===== src/rtl/stat_input_seq.sv =====
// stat_input_seq: operator entry sequencer for a small statistics unit.
// A debounced push-button captures the switch value as a count N, then N
// samples, then an op code. Each captured word is offered downstream on a
// valid/ready handshake. A press is dropped with an error pulse while a
// word is still pending or when the count is out of range.
module stat_input_seq #(
    parameter int DEBOUNCE_CYCLES = 1000000,
    parameter int MAX_N           = 10
) (
    input  logic       clk,
    input  logic       rst_n,
    input  logic [7:0] sw,
    input  logic       btn,
    output logic [7:0] out_data,
    output logic [1:0] out_kind,
    output logic       out_valid,
    input  logic       out_ready,
    output logic [7:0] led,
    output logic       err,
    output logic       done
);

    localparam int            CW       = $clog2(DEBOUNCE_CYCLES + 1);
    localparam logic [CW-1:0] CNT_LAST = CW'(DEBOUNCE_CYCLES - 1);
    localparam logic [7:0]    SW_MAX   = 8'(MAX_N);

    typedef enum logic [1:0] {
        S_GET_N      = 2'd0,
        S_GET_SAMPLE = 2'd1,
        S_GET_OP     = 2'd2,
        S_DONE       = 2'd3
    } state_t;

    logic [7:0]    r_sw_s1, r_sw_s2;
    logic          r_btn_s1, r_btn_s2;
    logic [CW-1:0] r_db_cnt;
    logic          r_db_lvl;
    logic          r_press;
    state_t        r_state;
    logic [3:0]    r_n;
    logic [3:0]    r_idx;
    logic [7:0]    r_out_data;
    logic [1:0]    r_out_kind;
    logic          r_out_valid;
    logic [7:0]    r_led;
    logic          r_err;
    logic [3:0]    w_idx_nxt;
    logic          w_n_ok;

    assign w_idx_nxt = r_idx + 4'd1;
    assign w_n_ok    = (r_sw_s2 != 8'd0) && (r_sw_s2 <= SW_MAX);

    assign out_data  = r_out_data;
    assign out_kind  = r_out_kind;
    assign out_valid = r_out_valid;
    assign led       = r_led;
    assign err       = r_err;
    // done is hidden while the op-code word is still waiting for acceptance
    assign done      = (r_state == S_DONE) && !r_out_valid;

    // Two-flop synchronizers for the asynchronous switch and button inputs
    always_ff @(posedge clk or negedge rst_n) begin
        if (!rst_n) begin
            r_sw_s1  <= '0;
            r_sw_s2  <= '0;
            r_btn_s1 <= 1'b0;
            r_btn_s2 <= 1'b0;
        end else begin
            r_sw_s1  <= sw;
            r_sw_s2  <= r_sw_s1;
            r_btn_s1 <= btn;
            r_btn_s2 <= r_btn_s1;
        end
    end

    // Debounce: flip the level after DEBOUNCE_CYCLES disagreeing cycles; a rising flip emits one press pulse
    always_ff @(posedge clk or negedge rst_n) begin
        if (!rst_n) begin
            r_db_cnt <= '0;
            r_db_lvl <= 1'b0;
            r_press  <= 1'b0;
        end else if (r_btn_s2 != r_db_lvl) begin
            if (r_db_cnt == CNT_LAST) begin
                r_db_cnt <= '0;
                r_db_lvl <= r_btn_s2;
                r_press  <= r_btn_s2;
            end else begin
                r_db_cnt <= r_db_cnt + CW'(1);
                r_press  <= 1'b0;
            end
        end else begin
            r_db_cnt <= '0;
            r_press  <= 1'b0;
        end
    end

    // Entry sequencer with registered capture, handshake and error outputs
    always_ff @(posedge clk or negedge rst_n) begin
        if (!rst_n) begin
            r_state     <= S_GET_N;
            r_n         <= '0;
            r_idx       <= '0;
            r_out_data  <= '0;
            r_out_kind  <= '0;
            r_out_valid <= 1'b0;
            r_led       <= '0;
            r_err       <= 1'b0;
        end else begin
            r_err <= 1'b0;
            if (r_out_valid && out_ready) begin
                r_out_valid <= 1'b0;
            end
            if (r_press) begin
                // A pending word (including one handshaking this cycle) blocks any press
                if (r_out_valid) begin
                    r_err <= 1'b1;
                end else begin
                    case (r_state)
                        S_GET_N: begin
                            if (w_n_ok) begin
                                r_n         <= r_sw_s2[3:0];
                                r_idx       <= '0;
                                r_out_data  <= r_sw_s2;
                                r_out_kind  <= 2'd0;
                                r_led       <= r_sw_s2;
                                r_out_valid <= 1'b1;
                                r_state     <= S_GET_SAMPLE;
                            end else begin
                                r_err <= 1'b1;
                            end
                        end
                        S_GET_SAMPLE: begin
                            r_idx       <= w_idx_nxt;
                            r_out_data  <= r_sw_s2;
                            r_out_kind  <= 2'd1;
                            r_led       <= r_sw_s2;
                            r_out_valid <= 1'b1;
                            if (w_idx_nxt >= r_n) begin
                                r_state <= S_GET_OP;
                            end
                        end
                        S_GET_OP: begin
                            r_out_data  <= r_sw_s2;
                            r_out_kind  <= 2'd2;
                            r_led       <= r_sw_s2;
                            r_out_valid <= 1'b1;
                            r_state     <= S_DONE;
                        end
                        default: begin
                            r_state <= S_GET_N;
                        end
                    endcase
                end
            end
        end
    end

endmodule


===== config.mk =====
export PLATFORM = sky130hd
export DESIGN_NAME = stat_input_seq
export DESIGN_NICKNAME = d
export VERILOG_FILES = /design/src/rtl/stat_input_seq.sv
export SDC_FILE = /design/constraint.sdc
export NUM_CORES = 1
export LEC_CHECK = 0
export ABC_AREA = 1
export BUFFER_PORTS_ARGS = -buffer_cell sky130_fd_sc_hd__buf_2
export CORE_MARGIN = 3
export CORE_UTILIZATION = 30
export CTS_BUF_LIST = sky130_fd_sc_hd__clkbuf_8
export DETAILED_ROUTE_END_ITERATION = 7
export SLEW_MARGIN = 30
export SYNTH_ARGS = -nofsm -noshare
export SYNTH_HDL_FRONTEND = slang
export SYNTH_SLANG_ARGS = --single-unit

===== constraint.sdc =====
create_clock -name clk -period 1.5 [get_ports clk]
set_input_delay 0.3 -clock clk [delete_from_list [all_inputs] [get_ports clk]]
set_output_delay 0.3 -clock clk [all_outputs]
set_load 0.02 [all_outputs]

**Word-level counts from Yosys, hierarchy flattened**

Cells that the tools add are included.

- Register bits after elaboration: 62
- Bits of input ports: 12
- Word-level logic and storage cells: 64

- Add/sub/neg operators: 2
- Order comparisons: 2
- Eq/ne operators: 7
- Mux-type cells: 22
- Bitwise logic cells: 1
- Reduce and logical (&&, ||, !) cells: 16

Operator list:

| cell | count |
|---|---|
| 2-to-1 mux 20 bit | 2 |
| adder 20 x 1 -> 20 bit (second input constant) | 1 |
| == test 20 bit (second input constant) | 1 |
| AND reduction 4 bit | 5 |
| case mux 8 bit (2 select lines) | 1 |
| case mux 2 bit (3 select lines) | 2 |
| 2-to-1 mux 1 bit | 10 |
| less-or-equal comparator 8 x 4 -> 1 bit (second input constant) | 1 |
| 2-to-1 mux 8 bit | 1 |
| case mux 4 bit (2 select lines) | 1 |
| nonzero test 8 bit | 1 |
| 2-to-1 mux 2 bit | 3 |
| adder 4 x 1 -> 4 bit (second input constant) | 1 |
| == test 2 bit (second input constant) | 2 |
| >= comparator 4 bit | 1 |
| 2-to-1 mux 4 bit | 1 |
| inequality test 2 bit (second input constant) | 2 |
| nonzero test 2 bit | 2 |
| logical AND 1 bit | 3 |
| nonzero test 3 bit | 1 |
| == test 2 x 1 -> 1 bit (second input constant) | 1 |
| zero test 2 bit | 1 |
| case mux 1 bit (2 select lines) | 1 |
| AND reduction 2 bit | 1 |
| 4 further kinds | 4 |

**Depth between registers and ports, before layout**

- Word-level depth: 6
- Gate-level depth with buffers: 10
- Gate-level depth less buffers: 10

**Worst setup path before layout**

Ideal clock, no wire load.

- Path kind: flip-flop to flip-flop
- Start point: reg r_idx[0]
- End point: reg r_state[1]
- Library setup time: 0.117 ns
- Arrival time: 1.414 ns
- Required time: 1.383 ns
- Slack: -0.031 ns
- Cell stages (with the launch flop): 11
- Cell sequence: dfrtp_1 ha_1 xor2_1 ha_1 nand2_1 inv_1 nand2_1 nand2_1 nand3_1 nand2_1 nand2_1

- Cells in the longest elaborated chain, start to end: 4

RTL lines:

| what | RTL line | text |
|---|---|---|
| start: declaration | 41 | `logic [3:0] r_idx;` |
| start signal: assignment | 133 | `r_idx <= w_idx_nxt;` |
| adder 4 x 1 -> 4 bit | 50 | `assign w_idx_nxt = r_idx + 4'd1;` |
| >= comparator 4 bit | 138 | `if (w_idx_nxt >= r_n) begin` |
| inequality test 2 bit (no line) | -- |  |
| AND reduction 4 bit (no line) | -- |  |
| end signal: assignment | 139 | `r_state <= S_GET_OP;` |
| end signal: assignment | 147 | `r_state <= S_DONE;` |
| end signal: assignment | 150 | `r_state <= S_GET_N;` |
| end: declaration | 39 | `state_t r_state;` |

No other way between the ends.
A chain may end at the register's enable or synchronous reset.

**Worst setup path after layout**

- Start point: reg r_idx[1]
- End point: reg r_state[0]

Same word-level chain as after synthesis.

==> results.sh <==
export IMPL_status="finished, violations left"
export IMPL_violations="negative setup slack"
export IMPL_syn_nets=346
export IMPL_nets=399
export IMPL_synth_enable_flop_cells=0
export IMPL_min_period_ps=1550
export IMPL_path_delay_family="adder cells"
export IMPL_synth_top_area_share_pct=53.4
export IMPL_start_util_pct=31.2
export IMPL_cts_path_max_buffers=2
export IMPL_setup_tns_ps=-119
export IMPL_syn2layout_area_growth_pct=24.2
export IMPL_multi_input_area_um2=1240
export IMPL_std_cell_rows=35
export IMPL_dp_cells=484
export IMPL_setup_worst_path_class="flip-flop to flip-flop"
export IMPL_die_w_um=104
export IMPL_cp_max_fo=3
export IMPL_critPathLaunchType="flip-flop"
export IMPL_routed_wl_mm=5.72
export IMPL_seq_area_um2=1550
export IMPL_ys_seq_area_share_pct=53.4
export IMPL_avgSynthCellArea_um2=9.03
export IMPL_path_cells="ha_2, xor2_2, ha_1, nand2_1, inv_1, nand2_1, nand2_2, nand3_2, nand2_1, nand2_1"
export IMPL_ys_ff_latch=62
export IMPL_whs_ps=69.4
export IMPL_worst_ep_arrival_time_ps=1790
export IMPL_grt_max_degree=63
export IMPL_synth_area_leaders="dfrtp_1 53%, nand2_1 9.7%, nor2_1 5.6%"
export IMPL_rsz0062_at_grt="yes"
export IMPL_period_share_pct=103
export IMPL_synth_most_common_cell="nand2_1"
export IMPL_cap_violations=0
export IMPL_setup_viol=3
export IMPL_ys_warn_count=0
export IMPL_finalWorstSetupSlack_ps=-51.8
export IMPL_cts_tree="built"
export IMPL_hp_class="input port to flip-flop"
export IMPL_powerDensity_nw_per_um2=876
export IMPL_r2r_setup_slack_ps=-50
export IMPL_synthCells=322
export IMPL_finalNonFillerCells=509
export IMPL_worstPathRequired_ps=1740
export IMPL_detail_route_iter0_violations=83
export IMPL_cts_buffers=9
export IMPL_worst_pin_slew_ps=465
export IMPL_grt_overflow_total=0
export IMPL_hold_viol=0
export IMPL_diodes=0
export IMPL_cts_sinks=62
export IMPL_first_pass_iters=4
export IMPL_fin_skew_ps=9.22
export IMPL_grt_use_total_pct=10.5
export IMPL_crit_path_end_kind="flip-flop"
export IMPL_cpPeakStageDelay_ps=410
export IMPL_finalMaxSlewViolations=0
export IMPL_wl_per_cell_um=11.2
export IMPL_via_per_inst=4.26
export IMPL_place_port_buffers=32
export IMPL_antenna_found_initial=0
export IMPL_fmax_mhz=644
export IMPL_dp_hpwl_mm=3.93
export IMPL_drive_gt1_share_pct=27.4
export IMPL_ant_nets=0
export IMPL_clk_pin_slew_ps=80
export IMPL_grt_first_pass_wirelength_mm=9.25
export IMPL_netlist_area_um2=2910
export IMPL_utilization_pct=38.7
export IMPL_synth_ff_type="dfrtp_1"
export IMPL_clock_latency_ps=340
export IMPL_core_area_um2=9330
export IMPL_power_total_w=0.00316
export IMPL_fillCellCount=922
export IMPL_h_tree_depth=3
export IMPL_yosys_top_cells_count="75 x nand2_1, 62 x dfrtp_1, 43 x nor2_1"
export IMPL_dieArea_um2=10900
export IMPL_cts_root_buf="clkbuf_8"
export IMPL_p_leak_nw=1.77
export IMPL_routabilityCongestion=0.756
export IMPL_io_pins=33
export IMPL_yosys_area_top_type="dfrtp_1"
export IMPL_crit_top_cell="nand2_1"
export IMPL_peakVddDrop_uv=379
export IMPL_drc=0
export IMPL_num_vias=2168
export IMPL_slowest_stage="dfrtp_1"
export IMPL_critPathBufInv=1
export IMPL_die_h_um=104
export IMPL_first_global_vias=2053
export IMPL_relSlewSlack_pct=68.9
export IMPL_synth_cell_types=26
export IMPL_async_flop_share_pct=100
repair_timing:
action                     in CTS  in global routing
setup endpoints to repair       3                 29
hold endpoints to repair       62                  0
hold buffers                    1                  0
buffers inserted                4                  3
gates resized for setup         9                 15
pin swaps                       2                 11
cloned                          0                  1
layout make-up:
| cell class | instances | share of cell area [%] |
|---|---|---|
| Tap cell | 129 | 4.47 |
| Multi-Input combinational cell | 214 | 34.4 |
| Inverter | 36 | 3.74 |
| Timing Repair Buffer | 52 | 9.29 |
| Clock inverter | 5 | 0.936 |
| Clock buffer | 11 | 4.19 |
| Sequential cell | 62 | 43.0 |
metal layers:
metal	track usage (%)	vias to the layer above	routed length, um
li1	-	1103	-
met4	3.99	0	83
met1	12.4	1013	2590
met3	3.54	10	229
met2	17.5	42	2820
met5	0	-	0
power by group:
group	internal (W)	switching (W)
Clock	0.000686	0.000655
Combinational	0.0000361	0.0000658
Sequential	0.00170	0.0000183
worst register-to-register path, stage by stage (launching register included):
cell and delay, ps:
dfrtp_1 410, ha_2 210, xor2_2 150, ha_1 280
nand2_1 40, inv_1 40, nand2_1 50, nand2_2 80
nand3_2 70, nand2_1 80, nand2_1 50
worst paths after layout:
kind                       startpoint           to  cells after the start
max reg2reg                  r_idx[1]   r_state[0]                     10
max in group asynchronous       rst_n  r_db_cnt[5]                      3
min in group asynchronous       rst_n     r_idx[3]                      3
max                          r_idx[1]   r_state[0]                     10
min                             sw[4]   r_sw_s1[4]                      1
min reg2reg                r_sw_s1[0]   r_sw_s2[0]                      0
metrics by stage:
step	instance area, um2	worst slack [ps]
4_1_cts	3510	-46.2
6_report	3610	-51.8
2_1_floorplan	2910	2.12
5_1_grt	3610	-160
3_3_place_gp	3260	-20.8
3_5_place_dp	3260	-59.6
cells in the final DEF (no fill, tap or decap), types with 5 or more instances in the layout:
cell type and count:
buf_2 31, buf_4 17, clkbuf_8 11, dfrtp_1 62, ha_1 7, inv_1 30, inv_2 6, nand2_1 73
nand2_2 7, nand3_1 15, nand3_2 5, nand4_1 12, nor2_1 43, nor2_4 6, nor3_1 5, o21ai_0 6
xor2_1 11
sequential cells by signal, summed over array words and instances, names as in the netlist:
| register | flops |
|---|---|
| r_db_cnt | 20 |
| led | 8 |
| r_db_lvl | 1 |
| r_n | 4 |
| r_state | 2 |
| r_sw_s2 | 8 |
| r_btn_s2 | 1 |
| err | 1 |
| r_press | 1 |
| out_valid | 1 |
| r_btn_s1 | 1 |
| r_sw_s1 | 8 |
| r_idx | 4 |
| out_kind | 2 |
logic make-up after synthesis:
logic type	Yosys count	synth area share, %
flops	62	53.4
simple gates	174	27.6
buf+inv	47	7.27
xor+xnor	15	4.52
fa+ha+maj	12	5.17
compound gates	12	2.07
(Power assumes the default switching activity.)
